**config.mk**
```make
export PLATFORM = sky130hd
export DESIGN_NAME = sc_road_sequencer
export DESIGN_NICKNAME = d
export VERILOG_FILES = /design/src/rtl/sc_roadseq_pkg.sv /design/src/rtl/sc_row_shifter.sv /design/src/rtl/sc_road_sequencer.sv
export SDC_FILE = /design/constraint.sdc
export NUM_CORES = 1
export LEC_CHECK = 0
export CAP_MARGIN = 10
export CORE_MARGIN = 4
export CORE_UTILIZATION = 47
export DETAILED_ROUTE_END_ITERATION = 8
export GPL_TIMING_DRIVEN = 0
export PLACE_DENSITY_LB_ADDON = 0.12
export SLEW_MARGIN = 20
export SYNTH_ARGS = -nofsm -noshare
export SYNTH_HDL_FRONTEND = slang
export SYNTH_SLANG_ARGS = --single-unit
```
**constraint.sdc**
```tcl
create_clock -name SC_ROADSEQ_CLOCK_50 -period 2.1 [get_ports SC_ROADSEQ_CLOCK_50]
set_input_delay 0.42 -clock SC_ROADSEQ_CLOCK_50 [delete_from_list [all_inputs] [get_ports SC_ROADSEQ_CLOCK_50]]
set_output_delay 0.42 -clock SC_ROADSEQ_CLOCK_50 [all_outputs]
set_load 0.02 [all_outputs]
```
**src/rtl/sc_roadseq_pkg.sv**
```systemverilog
`default_nettype none
// ============================================================================
//  Module      : sc_roadseq_pkg
//  Description : Shared state encodings, row select codes and geometry for
//                the RoadFighter road sequencer.
//  Revision    : 1.0 - initial release
// ============================================================================
package sc_roadseq_pkg;

  // Game-flow states; encodings 5..7 are unused and recover to IDLE.
  typedef enum logic [2:0] {
    IDLE = 3'd0,
    ARM  = 3'd1,
    PLAY = 3'd2,
    OVER = 3'd3,
    WIN  = 3'd4
  } state_e;

  // Row mux select codes.
  localparam logic [1:0] SEL_BLANK = 2'd0;
  localparam logic [1:0] SEL_ROAD  = 2'd1;
  localparam logic [1:0] SEL_OBST  = 2'd2;
  localparam logic [1:0] SEL_FLASH = 2'd3;

  // Number of display rows driven by the sequencer.
  localparam int ROWS = 7;

endpackage : sc_roadseq_pkg
`default_nettype wire

```
**src/rtl/sc_row_shifter.sv**
```systemverilog
`default_nettype none
// ============================================================================
//  Module      : sc_row_shifter
//  Description : ROWS-deep shift register of row select codes. Row 0 is the
//                top row; shifting moves every row one place downward.
//                Priority: clear, then force-all, then shift.
//  Revision    : 1.0 - initial release
// ============================================================================
module sc_row_shifter
  import sc_roadseq_pkg::*;
#(
  parameter int SELWIDTH = 2
) (
  input  logic                               clk,
  input  logic                               rst,
  input  logic                               i_clear,
  input  logic                               i_shift_en,
  input  logic [SELWIDTH-1:0]                i_serial,
  input  logic                               i_force_en,
  input  logic [SELWIDTH-1:0]                i_force_val,
  output logic [ROWS-1:0][SELWIDTH-1:0]      o_rows
);

  logic [ROWS-1:0][SELWIDTH-1:0] rows_q;
  logic [ROWS-1:0][SELWIDTH-1:0] rows_d;

  // Next row contents: clear wins over force, force wins over a scroll shift.
  always_comb begin
    rows_d = rows_q;
    if (i_clear) begin
      rows_d = '0;
    end else if (i_force_en) begin
      for (int r = 0; r < ROWS; r++) begin
        rows_d[r] = i_force_val;
      end
    end else if (i_shift_en) begin
      rows_d[0] = i_serial;
      for (int r = 1; r < ROWS; r++) begin
        rows_d[r] = rows_q[r-1];
      end
    end
  end

  // Row storage with synchronous reset to blank.
  always_ff @(posedge clk) begin
    if (rst) begin
      rows_q <= '0;
    end else begin
      rows_q <= rows_d;
    end
  end

  assign o_rows = rows_q;

endmodule : sc_row_shifter
`default_nettype wire

```
**src/rtl/sc_road_sequencer.sv**
```systemverilog
`default_nettype none
// ============================================================================
//  Module      : sc_road_sequencer
//  Description : Game-flow controller for the RoadFighter display path. Waits
//                for START, scrolls random road rows on the game time base,
//                freezes on collision (blinking flash) or level completion
//                (solid road), and drives the seven row mux selects.
//  Revision    : 1.0 - initial release
// ============================================================================
module sc_road_sequencer
  import sc_roadseq_pkg::*;
#(
  parameter int SELWIDTH       = 2,
  parameter int TICKS_PER_STEP = 4,
  parameter int LEVEL_STEPS    = 16,
  parameter int BLINK_TICKS    = 2
) (
  input  logic                SC_ROADSEQ_CLOCK_50,
  input  logic                SC_ROADSEQ_RESET_InHigh,
  input  logic                SC_ROADSEQ_START_InLow,
  input  logic                SC_ROADSEQ_TICK_InHigh,
  input  logic [SELWIDTH-1:0] SC_ROADSEQ_RANDOM_InBUS,
  input  logic                SC_ROADSEQ_COLLISION_InHigh,
  output logic [SELWIDTH-1:0] SC_ROADSEQ_SIGNAL_OUT_1,
  output logic [SELWIDTH-1:0] SC_ROADSEQ_SIGNAL_OUT_2,
  output logic [SELWIDTH-1:0] SC_ROADSEQ_SIGNAL_OUT_3,
  output logic [SELWIDTH-1:0] SC_ROADSEQ_SIGNAL_OUT_4,
  output logic [SELWIDTH-1:0] SC_ROADSEQ_SIGNAL_OUT_5,
  output logic [SELWIDTH-1:0] SC_ROADSEQ_SIGNAL_OUT_6,
  output logic [SELWIDTH-1:0] SC_ROADSEQ_SIGNAL_OUT_7,
  output logic [2:0]          SC_ROADSEQ_STATE_OutBUS,
  output logic [7:0]          SC_ROADSEQ_PROGRESS_OutBUS
);

  localparam logic [3:0] C_TICK_LAST  = 4'(TICKS_PER_STEP - 1);
  localparam logic [3:0] C_BLINK_LAST = 4'(BLINK_TICKS - 1);
  localparam logic [7:0] C_LEVEL      = 8'(LEVEL_STEPS);

  localparam logic [SELWIDTH-1:0] C_SEL_BLANK = SELWIDTH'(SEL_BLANK);
  localparam logic [SELWIDTH-1:0] C_SEL_ROAD  = SELWIDTH'(SEL_ROAD);
  localparam logic [SELWIDTH-1:0] C_SEL_FLASH = SELWIDTH'(SEL_FLASH);

  wire clk = SC_ROADSEQ_CLOCK_50;
  wire rst = SC_ROADSEQ_RESET_InHigh;

  state_e      state_q,     state_d;
  logic        start_q;
  logic [3:0]  tick_cnt_q,  tick_cnt_d;
  logic [3:0]  blink_cnt_q, blink_cnt_d;
  logic        phase_q,     phase_d;
  logic [7:0]  progress_q,  progress_d;

  logic                          w_start_ev;
  logic                          w_step;
  logic [7:0]                    w_progress_inc;
  logic [SELWIDTH-1:0]           w_serial;
  logic                          w_row_clear;
  logic                          w_row_shift;
  logic                          w_row_force_en;
  logic [SELWIDTH-1:0]           w_row_force_val;
  logic [ROWS-1:0][SELWIDTH-1:0] w_rows;

  // A press is the registered high-to-low edge of the active-low button.
  assign w_start_ev     = start_q & ~SC_ROADSEQ_START_InLow;
  assign w_progress_inc = progress_q + 8'd1;

  // The flash code never enters the road; it is replaced by plain road.
  assign w_serial = (SC_ROADSEQ_RANDOM_InBUS == C_SEL_FLASH) ? C_SEL_ROAD
                                                             : SC_ROADSEQ_RANDOM_InBUS;

  // Next-state, counter and progress logic for the game flow.
  always_comb begin
    state_d     = state_q;
    tick_cnt_d  = tick_cnt_q;
    blink_cnt_d = blink_cnt_q;
    phase_d     = phase_q;
    progress_d  = progress_q;
    w_step      = 1'b0;
    case (state_q)
      IDLE: begin
        if (w_start_ev) state_d = ARM;
      end
      ARM: begin
        tick_cnt_d  = 4'd0;
        blink_cnt_d = 4'd0;
        progress_d  = 8'd0;
        // The arming tick only releases play; it is not counted.
        if (SC_ROADSEQ_TICK_InHigh) state_d = PLAY;
      end
      PLAY: begin
        // Collision pre-empts any step landing in the same cycle.
        if (SC_ROADSEQ_COLLISION_InHigh) begin
          state_d     = OVER;
          blink_cnt_d = 4'd0;
          phase_d     = 1'b1;
        end else if (SC_ROADSEQ_TICK_InHigh) begin
          if (tick_cnt_q == C_TICK_LAST) begin
            tick_cnt_d = 4'd0;
            w_step     = 1'b1;
            progress_d = w_progress_inc;
            if (w_progress_inc == C_LEVEL) state_d = WIN;
          end else begin
            tick_cnt_d = tick_cnt_q + 4'd1;
          end
        end
      end
      OVER: begin
        if (w_start_ev) begin
          state_d = IDLE;
        end else if (SC_ROADSEQ_TICK_InHigh) begin
          if (blink_cnt_q == C_BLINK_LAST) begin
            blink_cnt_d = 4'd0;
            phase_d     = ~phase_q;
          end else begin
            blink_cnt_d = blink_cnt_q + 4'd1;
          end
        end
      end
      WIN: begin
        if (w_start_ev) state_d = IDLE;
      end
      default: begin
        state_d = IDLE;
      end
    endcase
  end

  // Row control follows the state being entered so the rows always match STATE.
  always_comb begin
    w_row_clear     = 1'b0;
    w_row_shift     = 1'b0;
    w_row_force_en  = 1'b0;
    w_row_force_val = C_SEL_BLANK;
    case (state_d)
      PLAY: begin
        w_row_shift = w_step;
      end
      OVER: begin
        w_row_force_en  = 1'b1;
        w_row_force_val = phase_d ? C_SEL_FLASH : C_SEL_BLANK;
      end
      WIN: begin
        w_row_force_en  = 1'b1;
        w_row_force_val = C_SEL_ROAD;
      end
      default: begin
        w_row_clear = 1'b1;
      end
    endcase
  end

  // FSM state, counters, blink phase, progress and start edge register.
  always_ff @(posedge clk) begin
    if (rst) begin
      state_q     <= IDLE;
      start_q     <= 1'b1;
      tick_cnt_q  <= 4'd0;
      blink_cnt_q <= 4'd0;
      phase_q     <= 1'b1;
      progress_q  <= 8'd0;
    end else begin
      state_q     <= state_d;
      start_q     <= SC_ROADSEQ_START_InLow;
      tick_cnt_q  <= tick_cnt_d;
      blink_cnt_q <= blink_cnt_d;
      phase_q     <= phase_d;
      progress_q  <= progress_d;
    end
  end

  sc_row_shifter #(
    .SELWIDTH (SELWIDTH)
  ) u_row_shifter (
    .clk         (clk),
    .rst         (rst),
    .i_clear     (w_row_clear),
    .i_shift_en  (w_row_shift),
    .i_serial    (w_serial),
    .i_force_en  (w_row_force_en),
    .i_force_val (w_row_force_val),
    .o_rows      (w_rows)
  );

  assign SC_ROADSEQ_SIGNAL_OUT_1    = w_rows[0];
  assign SC_ROADSEQ_SIGNAL_OUT_2    = w_rows[1];
  assign SC_ROADSEQ_SIGNAL_OUT_3    = w_rows[2];
  assign SC_ROADSEQ_SIGNAL_OUT_4    = w_rows[3];
  assign SC_ROADSEQ_SIGNAL_OUT_5    = w_rows[4];
  assign SC_ROADSEQ_SIGNAL_OUT_6    = w_rows[5];
  assign SC_ROADSEQ_SIGNAL_OUT_7    = w_rows[6];
  assign SC_ROADSEQ_STATE_OutBUS    = state_q;
  assign SC_ROADSEQ_PROGRESS_OutBUS = progress_q;

endmodule : sc_road_sequencer
`default_nettype wire

```
# Word-level counts from Yosys, hierarchy flattened
# Cells that the tools add are included.
# Widths: inputs -> output; s select.
dict set report op_classes {
  add_sub_neg 3
  n_eq_ne 17
  n_bitwise 4
  n_mux 37
  reduce_logical 11
}
# cell n
set ops {}
lappend ops {{$mux 14} 2}
lappend ops {{$mux 4} 7}
lappend ops {{$mux 8} 3}
lappend ops {{$mux 3} 7}
lappend ops {{$pmux 8 s2} 1}
lappend ops {{$eq 3x2->1 const B} 4}
lappend ops {{$ne 2x2->1 const B} 6}
lappend ops {{$pmux 3 s4} 1}
lappend ops {{$pmux 4 s3} 1}
lappend ops {{$mux 1} 10}
lappend ops {{$add 4x1->4 const B} 2}
lappend ops {{$add 8x1->8 const B} 1}
lappend ops {{$eq 8x5->1 const B} 1}
lappend ops {{$pmux 4 s2} 1}
lappend ops {{$reduce_and 4->1} 2}
lappend ops {{$eq 3x3->1 const B} 2}
lappend ops {{$reduce_or 2->1} 3}
lappend ops {{$eq 4x1->1 const B} 1}
lappend ops {{$eq 4x2->1 const B} 1}
lappend ops {{$mux 2} 2}
lappend ops {{$pmux 2 s2} 1}
lappend ops {{$reduce_bool 2->1} 2}
lappend ops {{$eq 3x1->1 const B} 1}
lappend ops {{$logic_not 3->1} 1}
lappend ops {{other kinds (7)} 9}
dict set report totals {
  regBits 35
  input_bits 7
  output_inout_bits 25
}

# Longest topological paths before layout
dict set report depth {
  depth_word 11
  mapped_depth 9
}

# Cells and area by module
# Synthesis repeated with hierarchy kept, for this count alone.
dict set report unflattened {
  cells_unflattened 205
  hier_area_um2 1856.8
}
# mod cells_each area_each_um2 n_inst
set modules_own_cells {}
lappend modules_own_cells {sc_road_sequencer 152 1243.7 1}
lappend modules_own_cells {sc_row_shifter 53 613.1 1}

# Worst setup path after synthesis
# Ideal clock, no wire load.
dict set report synth_timing {
  path_kind {reg2reg}
  startpoint {register progress_q[0] (netlist: SC_ROADSEQ_PROGRESS_OutBUS[0])}
  endpoint {register u_row_shifter.rows_q (netlist bit u_row_shifter.o_rows[6])}
  stages_incl_launch_ff 7
  setup_time_ns 0.155
  synth_period_minus_slack_ns 2.269
  t_arrival_ns 2.114
  setup_slack_ns -0.169
  cell_sequence {dfxtp_1 ha_1 and3_1 o2111ai_1 a2111oi_4 nor4_1 a211oi_1}
}
dict set report synth_between {
  elab_chain_len 11
  word_cells_on_any_way 19
  classes_between {add/sub (1); eq/ne (4); mux (9); bitwise (1); reduce/logical (4)}
}
# element line_no
set synth_rtl {}
lappend synth_rtl {{start: declaration} sc_road_sequencer.sv:51} ;# logic [7:0] progress_q, progress_d;
lappend synth_rtl {{start signal: assignment} sc_road_sequencer.sv:167} ;# progress_q <= progress_d;
lappend synth_rtl {{$add 8x1->8 (*)} sc_road_sequencer.sv:65} ;# assign w_progress_inc = progress_q + 8'd1;
lappend synth_rtl {{$eq 8x5->1 (*)} sc_road_sequencer.sv:101} ;# if (w_progress_inc == C_LEVEL) state_d = WIN;
lappend synth_rtl {{$mux 3 (*)} sc_road_sequencer.sv:101}
lappend synth_rtl {{$mux 3 (*)} sc_road_sequencer.sv:97} ;# if (tick_cnt_q == C_TICK_LAST) begin
lappend synth_rtl {{$mux 3 (*)} sc_road_sequencer.sv:96} ;# end else if (SC_ROADSEQ_TICK_InHigh) begin
lappend synth_rtl {{$mux 3 (*)} sc_road_sequencer.sv:92} ;# if (SC_ROADSEQ_COLLISION_InHigh) begin
lappend synth_rtl {{$pmux 3 s4 (*)} sc_road_sequencer.sv:79} ;# case (state_q)
lappend synth_rtl {{$eq 3x3->1 / $eq 3x2->1 (equally long branches)} sc_road_sequencer.sv:134} ;# case (state_d)
lappend synth_rtl {{$reduce_or 2->1 (no source line) / $reduce_or 3->1 (equally long branches)} --}
lappend synth_rtl {{$mux 1 / $not 1->1 (equally long branches)} --}
lappend synth_rtl {{$mux 14, or another cell as far along} sc_row_shifter.sv:32} ;# end else if (i_force_en) begin
lappend synth_rtl {{end signal: assignment} sc_row_shifter.sv:49} ;# rows_q <= rows_d;
lappend synth_rtl {{end: declaration} sc_row_shifter.sv:24} ;# logic [ROWS-1:0][SELWIDTH-1:0] rows_q;
# Mark *: on every way between the ends. The rest lies on a longest branch, timed or not.
# A chain may end at the register's enable or synchronous reset.

# Final worst setup path
dict set report layout_timing {
  startpoint {register state_q[1] (netlist: SC_ROADSEQ_STATE_OutBUS[1])}
  endpoint {register u_row_shifter.rows_q (netlist bit u_row_shifter.o_rows[7])}
}
dict set report layout_between {
  elab_chain_len 9
  word_cells_on_any_way 29
  classes_between {eq/ne (7); mux (15); bitwise (1); reduce/logical (6)}
}
# element line_no
set layout_rtl {}
lappend layout_rtl {{start: declaration} sc_road_sequencer.sv:46} ;# state_e state_q, state_d;
lappend layout_rtl {{start signal: assignment} sc_road_sequencer.sv:162} ;# state_q <= state_d;
lappend layout_rtl {{$mux 3} sc_road_sequencer.sv:101}
lappend layout_rtl {{$mux 3} sc_road_sequencer.sv:97}
lappend layout_rtl {{$mux 3} sc_road_sequencer.sv:96}
lappend layout_rtl {{$mux 3} sc_road_sequencer.sv:92}
lappend layout_rtl {{$pmux 3 s4} sc_road_sequencer.sv:79}
lappend layout_rtl {{$eq 3x3->1 / $eq 3x2->1 (equally long branches)} sc_road_sequencer.sv:134}
lappend layout_rtl {{$reduce_or 2->1 (no source line) / $reduce_or 3->1 (equally long branches)} --}
lappend layout_rtl {{$mux 1 / $not 1->1 (equally long branches)} --}
lappend layout_rtl {{$mux 14, or another cell as far along} sc_row_shifter.sv:32}
# Parallel ways exist; a longest one is shown, timed or not.

==> out/results.tsv <==
stage	metric	value	unit
power	Pwr Density	513	nW/um^2
power	sw frac	27.9	%
final_layout	n_diodes	0	
sta	RSZ-0062 raised after global routing	yes	
placed_design	HPWL after detailed placement	2720	microns
power	Pint	1010	uW
drt	via count	1832	
final_layout	share of layout cells above drive strength 1	31.4	%
global_route	GR Layer Usage met2	29.6	%
sta	Final Max Slew Viols	0	
global_route	met1 Usage GRT	24.4	%
die	Core Rows	22	
logic_synthesis	async set-reset flop share out of synthesis	0	%
sta	Fin Clk Skew	0.00513	ns
sta	Slew HR	53.2	%
die	Starting Density	48.9	%
setup_path	Crit. End Element	register	
die	Die ar.	4860	sq um
drt	Antenna Violating Nets Remaining	0	
logic_synthesis	Avg Synthesized Cell Area	8.29	sq um
global_route	met3 usage	6.23	%
logic_synthesis	number of synthesis warnings	0	
global_route	initial antenna violation count	0	
final_layout	fin nets	290	
logic_synthesis	cells taking the most area after synthesis	dfxtp_1 39%, nor2_1 7.3%, nand2_1 5.0%, a21oi_1 3.9%, a211oi_1 3.8%	
drt	Routed WL per cell	15.2	microns
logic_synthesis	Seq/Total Area, Yosys	39.1	%
cts	CTS Buf Count	5	
logic_synthesis	Yosys cell types	45	
placed_design	DP Cell Count	294	
global_route	All-Layer GR Usage	18.9	%
logic_synthesis	Synth top area share	39.1	%
logic_synthesis	Post-synth EDFFs	0	
power	Switching Power	391	uW
sta	Worst-Margin Slew	0.697	ns
setup_path	WS Path Type	register to register	
status	failing checks	setup timing	
die	die height	69.7	microns
drt	# DRC	0	
drt	Routed Wire Length	4990	microns
global_route	largest net degree at the start of global routing	12	
logic_synthesis	Yosys top cell by area	dfxtp_1	
cts	CTS sink cnt	35	
cts	Clock Path Buffers	2	
power	Peak VDD IR	0.439	mV
power	Gate power share	16.5	%
cts	CTS H-tree lvls	2	
power	clock network fraction of design power	34.2	%
sta	final cycle utilization of the critical path	103	%
power	Final Power	1400	uW
placed_design	PortBufs	30	
sta	setup TNS	-0.161	ns
cts	Clk Latency, worst-skew pair	0.29	ns
power	Leak	0.000970	uW
sta	Fmax achieved	463	MHz
logic_synthesis	Top FF cell, synth	dfxtp_1	
final_layout	fill count	264	
setup_path	critical path fanouts, max	9	
setup_path	CP Data Arrival Time	2.34	ns
sta	crit path time final	2.16	ns
worst_hold_path	HP Class	input pin to register	
placed_design	gp weighted congestion	0.838	
die	IO Pins	32	
logic_synthesis	Synthesized Nets	227	
global_route	first-pass GRT wire length	7600	microns
sta	final setup fails	6	
global_route	vias in the first global route	1625	
global_route	GRT Max-Usage Layer	met2	
power	Reg power frac	49.3	%
cts	CTS tree	done	
drt	routed vias/inst	5.59	
setup_path	CP startpoint kind	register	
drt	count of TritonRoute iterations in the first routing pass	5	
global_route	total grt overflow	0	
final_layout	Post-Layout Cell Count	328	
die	chip width	69.7	microns
logic_synthesis	cells after synthesis	216	
logic_synthesis	Post-Syn Area	1790	sq um
setup_path	Crit path required time	2.28	ns
drt	Starting DRT DRC Count	129	
cts	CTS root buffer	clkbuf_8	
final_layout	Syn-to-layout area delta	52.5	%
cts	Clock Pin Slew Worst Setup and Hold Paths	0.07	ns
logic_synthesis	Seq cells post-synth	35	
sta	Hold Fails Final Rpt	0	
sta	setup slack after layout	-0.0595	ns
job	Max-Cap Viols	0	
die	Core Region	3660	sq um
status	status	complete, but fails checks	
logic_synthesis	commonest cells in the netlist	35 x dfxtp_1, 35 x nor2_1, 24 x nand2_1	
-- state kept, by name, indices dropped and copies added, names as in the netlist --
signal and cells:
SC_ROADSEQ_PROGRESS_OutBUS 8, SC_ROADSEQ_STATE_OutBUS 3, blink_cnt_q 4, phase_q 1, start_q 1, tick_cnt_q 4
u_row_shifter.o_rows 14
-- path summary, 6_finish.rpt --
| check | start | endpoint | slack [ns] | cells past startpoint |
|---|---|---|---|---|
| max reg2reg | SC_ROADSEQ_STATE_OutBUS[1]$_SDFF_PP0_ | u_row_shifter.o_rows[7]$_SDFFE_PP0P_ | -0.06 | 9 |
| min reg2reg | u_row_shifter.o_rows[6]$_SDFFE_PP0P_ | u_row_shifter.o_rows[8]$_SDFFE_PP0P_ | 0.49 | 2 |
| max | SC_ROADSEQ_STATE_OutBUS[1]$_SDFF_PP0_ | u_row_shifter.o_rows[7]$_SDFFE_PP0P_ | -0.06 | 9 |
| min | SC_ROADSEQ_START_InLow | start_q$_SDFF_PP1_ | 0.44 | 2 |
-- area by class of cell --
type | count | area (sq um) | share of cell area [%]
clock buffers | 6 | 72.6 | 2.66
flip-flops and latches | 35 | 718 | 26.3
well taps | 48 | 60.1 | 2.20
clock inverters | 2 | 12.5 | 0.458
inverters | 4 | 15.0 | 0.549
plain buffers | 7 | 47.5 | 1.74
repair buffers | 59 | 534 | 19.6
multi-input cells | 167 | 1270 | 46.6
-- metrics by stage --
step                      utilization (%)  hold WS, ns  area [sq um]  setup WS [ns]
after floorplan                         -        0.466          1810        -0.0643
final                                74.6        0.439          2730        -0.0595
after global placement               59.3        0.468          2170         -0.884
after global routing                 74.6        0.464          2730         -0.148
after detailed placement             59.3        0.473          2170         -0.870
after CTS                            67.3        0.484          2460         -0.165
-- per-layer routing --
metal  vias to the layer above  wire [microns]
li1                        900               -
met1                       869            2160
met2                        52            2480
met3                        11             226
met4                         0             119
met5                         -               0
-- logic make-up after synthesis --
group | after synthesis | synth area share [%]
flip-flops | 35 | 39.1
AO/OA/AOI/OAI | 47 | 19.1
AND/OR/NAND/NOR | 107 | 30.3
adder cells (fa/ha/maj) | 4 | 2.79
buffers and inverters | 14 | 4.05
XOR/XNOR | 7 | 3.42
multiplexers | 2 | 1.19
-- layout by cell type, fill, tap and decap left out, drive strengths merged, types with 2 or more instances in the layout --
cell,n
o21ai,8
and3,4
dfxtp,35
nor4,5
or3,2
nand3,5
a211oi,10
nor3,6
clkdlybuf4s50,27
a21oi,14
nor2,36
buf,34
ha,4
a221oi,6
xnor2,3
clkbuf,8
or2,2
a211o,2
xor2,4
nand2b,8
nor3b,2
nand4,2
nand2,24
nor2b,3
inv,4
-- power by group through the flow --
stage	clock, uW	sequential [uW]	combinational, uW
after floorplan	0	709	108
after global placement	0	706	160
after detailed placement	0	706	161
after CTS	493	692	183
after global routing	523	693	251
final	479	691	231
-- critical path, stage by stage, from the launching register on --
cell	delay [ns]
dfxtp_2	0.35
buf_6	0.16
nand2b_4	0.08
or4_4	0.51
a2111oi_4	0.22
buf_4	0.19
nor4_4	0.06
buf_4	0.15
a221oi_2	0.25
nor2_1	0.07
-- timing repair --
| item | in CTS | in global routing |
|---|---|---|
| gates resized for setup | 24 | 36 |
| pin swaps | 8 | 14 |
| hold buffers | 0 | 0 |
| gates cloned | 0 | 1 |
| setup endpoints to repair | 27 | 25 |
| buffers inserted | 12 | 16 |
(Power assumes the default switching activity.)
==> RTL edit: new RTL, same flow settings <==
Register the outputs `SC_ROADSEQ_SIGNAL_OUT_1`, `SC_ROADSEQ_SIGNAL_OUT_2`, `SC_ROADSEQ_SIGNAL_OUT_3`, `SC_ROADSEQ_SIGNAL_OUT_4`, `SC_ROADSEQ_SIGNAL_OUT_5`, `SC_ROADSEQ_SIGNAL_OUT_6` and `SC_ROADSEQ_SIGNAL_OUT_7`, cleared by the reset; this adds one clock of latency there. The other outputs are not delayed to match.
--- a/src/rtl/sc_road_sequencer.sv
+++ b/src/rtl/sc_road_sequencer.sv
@@ -181,13 +181,25 @@
     .o_rows      (w_rows)
   );
 
-  assign SC_ROADSEQ_SIGNAL_OUT_1    = w_rows[0];
-  assign SC_ROADSEQ_SIGNAL_OUT_2    = w_rows[1];
-  assign SC_ROADSEQ_SIGNAL_OUT_3    = w_rows[2];
-  assign SC_ROADSEQ_SIGNAL_OUT_4    = w_rows[3];
-  assign SC_ROADSEQ_SIGNAL_OUT_5    = w_rows[4];
-  assign SC_ROADSEQ_SIGNAL_OUT_6    = w_rows[5];
-  assign SC_ROADSEQ_SIGNAL_OUT_7    = w_rows[6];
+  always_ff @(posedge clk) begin
+    if (rst) begin
+      SC_ROADSEQ_SIGNAL_OUT_1 <= '0;
+      SC_ROADSEQ_SIGNAL_OUT_2 <= '0;
+      SC_ROADSEQ_SIGNAL_OUT_3 <= '0;
+      SC_ROADSEQ_SIGNAL_OUT_4 <= '0;
+      SC_ROADSEQ_SIGNAL_OUT_5 <= '0;
+      SC_ROADSEQ_SIGNAL_OUT_6 <= '0;
+      SC_ROADSEQ_SIGNAL_OUT_7 <= '0;
+    end else begin
+      SC_ROADSEQ_SIGNAL_OUT_1 <= w_rows[0];
+      SC_ROADSEQ_SIGNAL_OUT_2 <= w_rows[1];
+      SC_ROADSEQ_SIGNAL_OUT_3 <= w_rows[2];
+      SC_ROADSEQ_SIGNAL_OUT_4 <= w_rows[3];
+      SC_ROADSEQ_SIGNAL_OUT_5 <= w_rows[4];
+      SC_ROADSEQ_SIGNAL_OUT_6 <= w_rows[5];
+      SC_ROADSEQ_SIGNAL_OUT_7 <= w_rows[6];
+    end
+  end
   assign SC_ROADSEQ_STATE_OutBUS    = state_q;
   assign SC_ROADSEQ_PROGRESS_OutBUS = progress_q;
 
Behaviour: not the same (a bounded check fails within 4 cycles, from zero or initial values and one cycle with SC_ROADSEQ_RESET_InHigh high).
==> RTL edit against the unedited design <==
  * Final cell count grew 8.2%
  * The run still ends with negative setup slack left
  * Worst setup slack lost 0.013 ns
  * Count of clock-buffer cells in the layout shrank 1
  * Critical endpoint is now u_row_shifter.o_rows[6]
  * Total power grew 36%
  * Largest power group unchanged
  * Synthesized area grew 25%
  * Sequential cell count grew 14
  * Routed wire length grew 2.6%
  * Cell area grew 11%
  * Via count grew 9.9%
==> RTL edit: results (changes against the unedited design) <==
| Metric | Value |
|---|---|
| Status | `complete, but fails checks (unchanged)` |
| Failing checks | `negative setup slack (unchanged)` |
| Post-DP HPWL | `3.359 mm (was 2.721 mm)` |
| Share of cells above drive strength 1 | `25.74% (was 31.43%)` |
| Commonest cells in the netlist | `dfxtp_1, nor2_1, a21oi_1 (was dfxtp_1, nor2_1, nand2_1)` |
| Antenna violations before repair | `0 (unchanged)` |
| Synth Warn # | `0 (unchanged)` |
| H-tree lvl count | `2 (unchanged)` |
| Synth top area cells | `dfxtp_1, o221a_2, nor2b_1 (was dfxtp_1, nor2_1, nand2_1)` |
| PortBufs | `31 (was 30)` |
| Placed inst area | `2655 um^2 (was 2172 um^2)` |
| Setup Skew | `0.009623 ns (was 0.005131 ns)` |
| Aggregate global-route resource usage | `17.77% (was 18.92%)` |
| Hold crit path type | `in2reg (unchanged)` |
| Worst-skew pair later-pin latency | `0.31 ns (was 0.29 ns)` |
| Largest net degree at the start of global routing | `18 (was 12)` |
| Post-synth ARST share | `0% (unchanged)` |
| Total wire length | `5.114 mm (was 4.985 mm)` |
| CP max-delay cell | `o32a_1 (was or4_4)` |
| Setup Viol. Count Final | `14 (was 6)` |
| Max FFs per register | `14 (unchanged)` |
| Peak VDD IR | `0.0003712 V (was 0.0004392 V)` |
| CTS Root Cell | `clkbuf_8 (unchanged)` |
| CTS buffer count | `5 (unchanged)` |
| TritonRoute pass-1 iters | `4 (was 5)` |
| Worst EP arrival | `2.37 ns (was 2.34 ns)` |
| # diodes | `0 (unchanged)` |
| Initial DRC Count | `156 (was 129)` |
| Leakage | `1.168 nW (was 0.9699 nW)` |
| Peak fanout along the critical path | `9 (unchanged)` |
| FILL cells | `385 (was 264)` |
| Clk buf depth | `2 (unchanged)` |
| Via Count | `2014 (was 1832)` |
| Max Cap Viol | `0 (unchanged)` |
| Final WS setup | `-0.07298 ns (was -0.05954 ns)` |
| Worst stage delay on the critical path | `0.41 ns (was 0.51 ns)` |
| Clk pin slew, worst setup/hold paths | `0.10 ns (was 0.07 ns)` |
| Drc violations | `0 (unchanged)` |
| RePlAce Congestion | `0.8366 (was 0.8376)` |
| Main synth FF type | `dfxtp_1 (unchanged)` |
| Netlist cell types | `48 (was 45)` |
| First-pass GRT wire length | `8.680 mm (was 7.596 mm)` |
| Number of global-route vias before repair | `1814 (was 1625)` |
| Final #Nets | `313 (was 290)` |
| Post-Syn Nets | `260 (was 227)` |
| Worst slew pin tran | `0.5750 ns (was 0.6965 ns)` |
| Register area share after synthesis | `43.65% (was 39.11%)` |
-- RTL edit: kinds of logic (layout without fill, tap and decap cells) --
| family | count (synthesis) | count (layout) | share of synthesized area (%) |
|---|---|---|---|
| and+or+nand+nor | 97 | 97 | 22.44 |
| AOI/OAI and AO/OA | 79 | 79 | 27.34 |
| DFF | 49 | 49 | 43.65 |
| buffers and inverters | 17 | 71 | 3.173 |
| adders and majority gates | 4 | 4 | 2.227 |
| xor gates and xnor gates | 3 | 3 | 1.169 |
-- RTL edit: layout make-up --
| cell class | instances | area [um^2] | area share [%] |
|---|---|---|---|
| well taps | 52 | 65.06 | 2.150 |
| flip-flops and latches | 49 | 992.2 | 32.78 |
| repair buffers | 47 | 439.2 | 14.51 |
| clock buffers | 5 | 68.82 | 2.274 |
| clock inverters | 3 | 26.28 | 0.8681 |
| inverters | 4 | 15.01 | 0.4961 |
| multi-input cells | 183 | 1356 | 44.81 |
| plain buffers | 12 | 63.81 | 2.108 |
-- RTL edit: what timing repair did --
action                     4_1_cts  5_1_grt
cloned                           1        0
pin swaps                        6        9
resized for setup               19       21
setup endpoints to repair       16       18
setup buffers                    5       10
-- RTL edit: metal layers --
layer | GRT usage, % | vias up | wire, um
li1 | - | 1013 | -
met1 | 24.62 | 931 | 2458
met2 | 27.03 | 61 | 2321
met3 | 3.747 | 9 | 263
met4 | 6.584 | 0 | 70
met5 | 0 | - | 0
-- RTL edit: worst paths after layout --
kind | startpoint | end | slack, ns | cells past startpoint
min | SC_ROADSEQ_START_InLow | start_q | 0.42 | 2
max | SC_ROADSEQ_PROGRESS_OutBUS[1] | u_row_shifter.o_rows[6] | -0.07 | 9
max reg2reg | SC_ROADSEQ_PROGRESS_OutBUS[1] | u_row_shifter.o_rows[6] | -0.07 | 9
min reg2reg | u_row_shifter.o_rows[13] | SC_ROADSEQ_SIGNAL_OUT_7[1] | 0.47 | 1
-- RTL edit: where the power goes --
part           total (mW)  internal (mW)  switching, mW  leakage, nW
Sequential          0.976          0.952         0.0242        0.399
Combinational       0.352          0.147          0.205        0.727
Clock               0.573          0.242          0.331       0.0423
Total                1.90           1.34          0.560         1.17
-- RTL edit: metrics by stage --
step / setup TNS (ns) / setup slack (ns) / instances / power, mW
after global placement: -10.29 / -0.5307 / 332 / 1.281
after floorplan: 0 / 0.01738 / 249 / 1.199
final: -0.8773 / -0.07298 / 355 / 1.901
after global routing: -2.078 / -0.1667 / 355 / 2.001
after detailed placement: -10.67 / -0.5379 / 332 / 1.283
after CTS: -0.5923 / -0.05668 / 345 / 1.894
-- RTL edit: critical path, delay by kind of cell, from the launching register on --
kind                     cells  cell delay (ns)
AO/OA/AOI/OAI                5             1.11
flip-flops                   1             0.39
buffers and inverters        2             0.31
adder cells (fa/ha/maj)      1             0.16
AND/OR/NAND/NOR              1             0.08
